<file path="config.mk">
export PLATFORM = sky130hd
export DESIGN_NAME = smg_display_arbiter_flat
export DESIGN_NICKNAME = d
export VERILOG_FILES = /design/src/rtl/smg_display_arbiter_if.sv /design/src/rtl/smg_display_arbiter.sv /design/src/flat_wrapper.sv
export SDC_FILE = /design/constraint.sdc
export NUM_CORES = 1
export LEC_CHECK = 0
export ABC_AREA = 1
export ABC_CLOCK_PERIOD_IN_PS = 3100
export BUFFER_PORTS_ARGS = -buffer_cell sky130_fd_sc_hd__buf_2
export CAP_MARGIN = 20
export CELL_PAD_IN_SITES_DETAIL_PLACEMENT = 0
export CELL_PAD_IN_SITES_GLOBAL_PLACEMENT = 1
export CORE_MARGIN = 1
export CORE_UTILIZATION = 47
export DETAILED_ROUTE_END_ITERATION = 10
export GPL_ROUTABILITY_DRIVEN = 0
export HOLD_SLACK_MARGIN = 0.15
export PLACE_DENSITY_LB_ADDON = 0.1
export SLEW_MARGIN = 25
export SYNTH_ARGS = -nofsm -noshare
export SYNTH_HDL_FRONTEND = slang
export SYNTH_SLANG_ARGS = --single-unit
</file>
<file path="constraint.sdc">
create_clock -name CLK -period 3.1 [get_ports CLK]
set_input_delay 0.155 -clock CLK [delete_from_list [all_inputs] [get_ports CLK]]
set_output_delay 0.155 -clock CLK [all_outputs]
set_load 0.02 [all_outputs]
</file>
<file path="src/rtl/smg_display_arbiter_if.sv">
// Request/display bundle between the value sources and the display arbiter.
// The master side drives requests and consumes the display outputs.
interface smg_display_arbiter_if;
    logic [2:0] Req;
    logic [7:0] Req_Data0;
    logic [7:0] Req_Data1;
    logic [7:0] Req_Data2;
    logic [7:0] Number_Data;
    logic [1:0] Owner;
    logic       Busy;
    logic       Ovf_Flag;

    modport master (
        output Req, Req_Data0, Req_Data1, Req_Data2,
        input  Number_Data, Owner, Busy, Ovf_Flag
    );

    modport slave (
        input  Req, Req_Data0, Req_Data1, Req_Data2,
        output Number_Data, Owner, Busy, Ovf_Flag
    );
endinterface

</file>
<file path="src/rtl/smg_display_arbiter.sv">
// Round-robin arbiter sharing a two-digit display between three value sources,
// holding each granted value for a minimum dwell and saturating it to 0..99.
module smg_display_arbiter #(
    parameter int unsigned HOLD_CYCLES = 50_000_000,
    parameter logic [7:0]  IDLE_VALUE  = 8'd0
) (
    input logic                    CLK,
    input logic                    RST_N,
    smg_display_arbiter_if.slave   bus
);
    typedef enum logic [1:0] {S_IDLE, S_LOAD, S_HOLD} state_t;

    localparam int          CW        = 26;
    localparam logic [CW-1:0] HOLD_LAST = CW'(HOLD_CYCLES - 1);

    state_t          state;
    logic [2:0]      pending;
    logic [7:0]      latch [3];
    logic [CW-1:0]   cnt;
    logic [1:0]      last_owner;
    logic [1:0]      win;
    logic [7:0]      number_q;
    logic [1:0]      owner_q;
    logic            busy_q;
    logic            ovf_q;
    logic [7:0]      req_data [3];

    assign req_data[0] = bus.Req_Data0;
    assign req_data[1] = bus.Req_Data1;
    assign req_data[2] = bus.Req_Data2;

    assign bus.Number_Data = number_q;
    assign bus.Owner       = owner_q;
    assign bus.Busy        = busy_q;
    assign bus.Ovf_Flag    = ovf_q;

    function automatic logic [7:0] sat(input logic [7:0] x);
        return (x > 8'd99) ? 8'd99 : x;
    endfunction

    // First pending requester after 'last', wrapping 2 -> 0; 'last' itself is checked last.
    function automatic logic [1:0] rr_pick(input logic [2:0] p, input logic [1:0] last);
        logic [1:0] c;
        logic [1:0] w;
        logic       found;
        c     = last;
        w     = last;
        found = 1'b0;
        for (int k = 0; k < 3; k++) begin
            c = (c == 2'd2) ? 2'd0 : c + 2'd1;
            if (!found && p[c]) begin
                w     = c;
                found = 1'b1;
            end
        end
        return w;
    endfunction

    always_ff @(posedge CLK or negedge RST_N) begin
        if (!RST_N) begin
            state      <= S_IDLE;
            pending    <= 3'b000;
            for (int i = 0; i < 3; i++) latch[i] <= 8'd0;
            cnt        <= '0;
            last_owner <= 2'd2;
            win        <= 2'd0;
            number_q   <= IDLE_VALUE;
            owner_q    <= 2'd3;
            busy_q     <= 1'b0;
            ovf_q      <= 1'b0;
        end else begin
            case (state)
                S_IDLE: begin
                    if (|pending) begin
                        win    <= rr_pick(pending, last_owner);
                        state  <= S_LOAD;
                        busy_q <= 1'b1;
                    end
                end
                S_LOAD: begin
                    number_q     <= sat(latch[win]);
                    ovf_q        <= (latch[win] > 8'd99);
                    owner_q      <= win;
                    last_owner   <= win;
                    pending[win] <= 1'b0;
                    cnt          <= '0;
                    state        <= S_HOLD;
                end
                S_HOLD: begin
                    cnt <= cnt + 1'b1;
                    if (cnt == HOLD_LAST) begin
                        if (|pending) begin
                            win   <= rr_pick(pending, last_owner);
                            state <= S_LOAD;
                        end else begin
                            state  <= S_IDLE;
                            busy_q <= 1'b0;
                        end
                    end
                end
                default: begin
                    state  <= S_IDLE;
                    busy_q <= 1'b0;
                end
            endcase

            // Placed after the LOAD clear so a same-cycle request for the winner re-queues it.
            for (int i = 0; i < 3; i++) begin
                if (bus.Req[i]) begin
                    latch[i] <= req_data[i];
                    if (state == S_HOLD && owner_q == 2'(i)) begin
                        number_q <= sat(req_data[i]);
                        ovf_q    <= (req_data[i] > 8'd99);
                    end else begin
                        pending[i] <= 1'b1;
                    end
                end
            end
        end
    end
endmodule
</file>
<file path="src/flat_wrapper.sv">
// flat-port wrapper written by rule: the top's interface ports become plain ports
module smg_display_arbiter_flat 
#(
    parameter int unsigned HOLD_CYCLES = 50_000_000,
    parameter logic [7:0]  IDLE_VALUE  = 8'd0
)
  (CLK, RST_N, bus_Req, bus_Req_Data0, bus_Req_Data1, bus_Req_Data2, bus_Number_Data, bus_Owner, bus_Busy, bus_Ovf_Flag);
  smg_display_arbiter_if bus_i ();
  input logic CLK;
  input logic RST_N;
  input wire logic [$bits(bus_i.Req)-1:0] bus_Req;
  input wire logic [$bits(bus_i.Req_Data0)-1:0] bus_Req_Data0;
  input wire logic [$bits(bus_i.Req_Data1)-1:0] bus_Req_Data1;
  input wire logic [$bits(bus_i.Req_Data2)-1:0] bus_Req_Data2;
  output wire logic [$bits(bus_i.Number_Data)-1:0] bus_Number_Data;
  output wire logic [$bits(bus_i.Owner)-1:0] bus_Owner;
  output wire logic [$bits(bus_i.Busy)-1:0] bus_Busy;
  output wire logic [$bits(bus_i.Ovf_Flag)-1:0] bus_Ovf_Flag;
  assign bus_i.Req = bus_Req;
  assign bus_i.Req_Data0 = bus_Req_Data0;
  assign bus_i.Req_Data1 = bus_Req_Data1;
  assign bus_i.Req_Data2 = bus_Req_Data2;
  assign bus_Number_Data = bus_i.Number_Data;
  assign bus_Owner = bus_i.Owner;
  assign bus_Busy = bus_i.Busy;
  assign bus_Ovf_Flag = bus_i.Ovf_Flag;
  smg_display_arbiter #(.HOLD_CYCLES(HOLD_CYCLES), .IDLE_VALUE(IDLE_VALUE)) u_core (.CLK(CLK), .RST_N(RST_N), .bus(bus_i));
endmodule
</file>
==> flow_summary_export.csv <==
group,metric,value,unit
status,status,"finished clean",
flow_run,cap_violations,0,
timing,slew_violations,0,
clock_tree,cts_tree,"built",
synth,synthAdderAreaFrac,1.55,%
critical_path,critPathKind,"register to register",
final_layout,seq_area,1750,µm²
grt,grt_max_degree,71,
critical_path,crit_fanout,15,
timing,finalHoldViolCount,0,
critical_path,critPathTopFamily,"buffers and inverters",
detailed_routing,drc_errors,0,
final_layout,fin_nets,649,
clock_tree,cts_max_level,3,
timing,rsz0062_at_grt,"no",
placement,dp_cells,671,
floorplan,io_pins,41,
pwr,powerDensity,396,nW/µm²
detailed_routing,antenna_left,0,
floorplan,rows,33,
critical_path,critPathBufInv,3,
synth,syn-mean-instance-area,7.56,µm²
clock_tree,cts_root_buffer,"clkbuf_8",
critical_path,cp.arrival,2.51,ns
pwr,ir_worst_vdd,0.000291,V
timing,fin_tns_setup,0,ns
timing,holdWs,0.165,ns
critical_path,max_stage_delay,0.48,ns
clock_tree,clock_latency,0.34,ns
placement,dp_slack,0.813,ns
synth,synthSimpleGateAreaFrac,35.6,%
grt,grt_pass1_wl,17100,µm
placement,port_buffers,40,
final_layout,final_cells,725,
clock_tree,numCtsBuffers,9,
synth,async_reset_ff_share,100,%
synth,syn-num-nets,569,
synth,yosysSeqAreaShare,43.4,%
critical_path,end_kind,"register",
synth,netlist_instances,535,
floorplan,die_w,94.8,µm
final_layout,diodes,0,
timing,fin_crit_sh,74.0,%
synth,synth_compound_area_share,12.0,%
detailed_routing,vias,3740,
synth,synth_top_family_by_area,"simple AND/OR/NAND/NOR gates",
clock_tree,cts.sinks,70,
grt,antenna_found_initial,0,
synth,synth-seq-cells,70,
synth,synth_enable_flop_cells,0,
synth,synth_xor_area_share,0,%
grt,grt_pass1_vias,3638,
synth,ys.flop_type,"dfrtp_1",
grt,gr-usage-all-layers,25.2,%
clock_tree,cts.path.max_buffers,2,
floorplan,die_h,94.8,µm
timing,clock.fmax,0.436,GHz
floorplan,core_region_area,8260,µm²
synth,yosys_warnings,0,
detailed_routing,drtIter0Drc,159,
final_layout,drive_above_1_share,18.1,%
timing,clock_skew,0.0110,ns
floorplan,start_util,49.0,%
detailed_routing,wire_per_inst,14.2,µm
critical_path,crit_top_cell,"inv_1",
clock_tree,clk_pin_slew,0.08,ns
placement,hpwlAfterDp,7630,µm
timing,worst_pin_slew,0.882,ns
synth,synth_area,4050,µm²
critical_path,crit_slowest_cell,"ha_1",
final_layout,final_common_cell,"nand2_1",
synth,yosysUniqueCellTypes,37,
timing,setup-violations-final,0,
timing,setup_ws,0.806,ns
floorplan,dieArea,8980,µm²
timing,maxSlewHeadroom,41.2,%
detailed_routing,avgViaCountPerCell,5.16,
timing,fin_crit,2.29,ns
pwr,p_total,1.94,mW
detailed_routing,drtPass1Iterations,5,
final_layout,fillCellCount,760,
synth,synth_mux_area_share,0,%
detailed_routing,finalWirelength,10300,µm
grt,grt_overflow_total,0,
clock_tree,post_cts_buffers,0,
critical_path,crit_chain,"inv_1, ha_1, inv_2, nor2_2, inv_1, o21ai_0, a21oi_1",
final_layout,multiInputGateArea,1990,µm²
pwr,p_leak,2.38,nW
final_layout,final_cell_mix,"nand2_1, dfrtp_1, inv_1, o21ai_0, buf_2",
critical_path,worstPathRequired,3.31,ns
critical_path,cp-start-kind,"register",
hold_path,hold_class,"primary input to register",
final_layout,syn2layout_area_growth,21.2,%
[layer usage]
metal	routed length (µm)	vias up	global-route usage, %
li1	-	1906	-
met1	4540	1724	30.9
met2	5010	84	42.7
met3	345	26	3.62
met4	380	0	13.1
met5	0	-	0
[cell usage after synthesis (4+ instances only)]
cell type	count	area (µm²)
ha_1	5	62.6
nand2_1	168	631
o21ai_0	42	210
nor2_2	10	62.6
nand4_1	9	56.3
nor2_4	10	113
inv_1	50	188
dfrtp_1	68	1700
inv_2	5	18.8
nor3_1	14	70.1
o21bai_1	4	30.0
nor2_1	33	124
nand3_1	23	115
nand2_2	14	87.6
o21ai_1	4	20.0
a21oi_1	32	160
clkbuf_1	5	18.8
[per-stage QoR]
step / cell area [µm²] / util (%)
after global routing: 4910 / 59.4
after floorplan: 4050 / -
after global placement: 4320 / 52.4
final: 4910 / 59.4
after detailed placement: 4320 / 52.4
after CTS: 4910 / 59.4
[final timing paths]
check	cells past startpoint	startpoint	slack, ns	endpoint
max	7	u_core.state[0]$_DFFE_PN0P_	0.81	u_core.cnt[13]$_DFFE_PN0P_
min	3	bus_Req[0]	0.17	u_core.latch[21]$_DFFE_PN0P_
max reg2reg	7	u_core.state[0]$_DFFE_PN0P_	0.81	u_core.cnt[13]$_DFFE_PN0P_
min reg2reg	2	u_core.latch[1]$_DFFE_PN0P_	0.48	u_core.latch[1]$_DFFE_PN0P_
max in group asynchronous	3	RST_N	1.98	u_core.bus.Ovf_Flag$_DFF_PN0_
min in group asynchronous	3	RST_N	0.55	u_core.cnt[9]$_DFFE_PN0P_
[power by group]
group          internal (mW)  switching (mW)  leakage [nW]
combinational         0.0934           0.129          1.44
clock                  0.394           0.354        0.0878
sequential             0.951          0.0236         0.851
total                   1.44           0.507          2.38
[worst register-to-register path, cell delays in order, from the launching register on]
cell     delay (ns)
dfrtp_1        0.40
inv_1          0.08
ha_1           0.48
inv_2          0.11
nor2_2         0.42
inv_1          0.36
o21ai_0        0.21
a21oi_1        0.10
[cells by family (layout without fill, tap and decap cells)]
kind of cell | count (synthesis) | count (layout)
and+or+nand+nor | 298 | 298
AOI/OAI and AO/OA | 91 | 91
adders and majority gates | 5 | 5
DFF | 70 | 70
buffers and inverters | 71 | 156
[flip-flops by register name (all words and copies together), names as in the netlist]
register and count:
u_core.last_owner 1, u_core.bus.Number_Data 8, u_core.bus.Busy 1, u_core.bus.Ovf_Flag 1, u_core.state 2, u_core.latch 24
u_core.pending 3, u_core.win 2, u_core.bus.Owner 2, u_core.cnt 26
[layout make-up]
cell class	count	share of cell area, %
tap	105	2.68
inverter	60	4.74
multi-input combinational	394	40.6
clock inverter	5	1.22
sequential	70	35.8
clock buffer	11	2.88
timing repair buffer	80	12.1
[timing repair]
action	4_1_cts	5_1_grt
endpoints found under the setup margin	0	0
gates resized for setup	0	0
hold buffers	38	0
endpoints found under the hold margin	97	0
(Power assumes the default switching activity.)
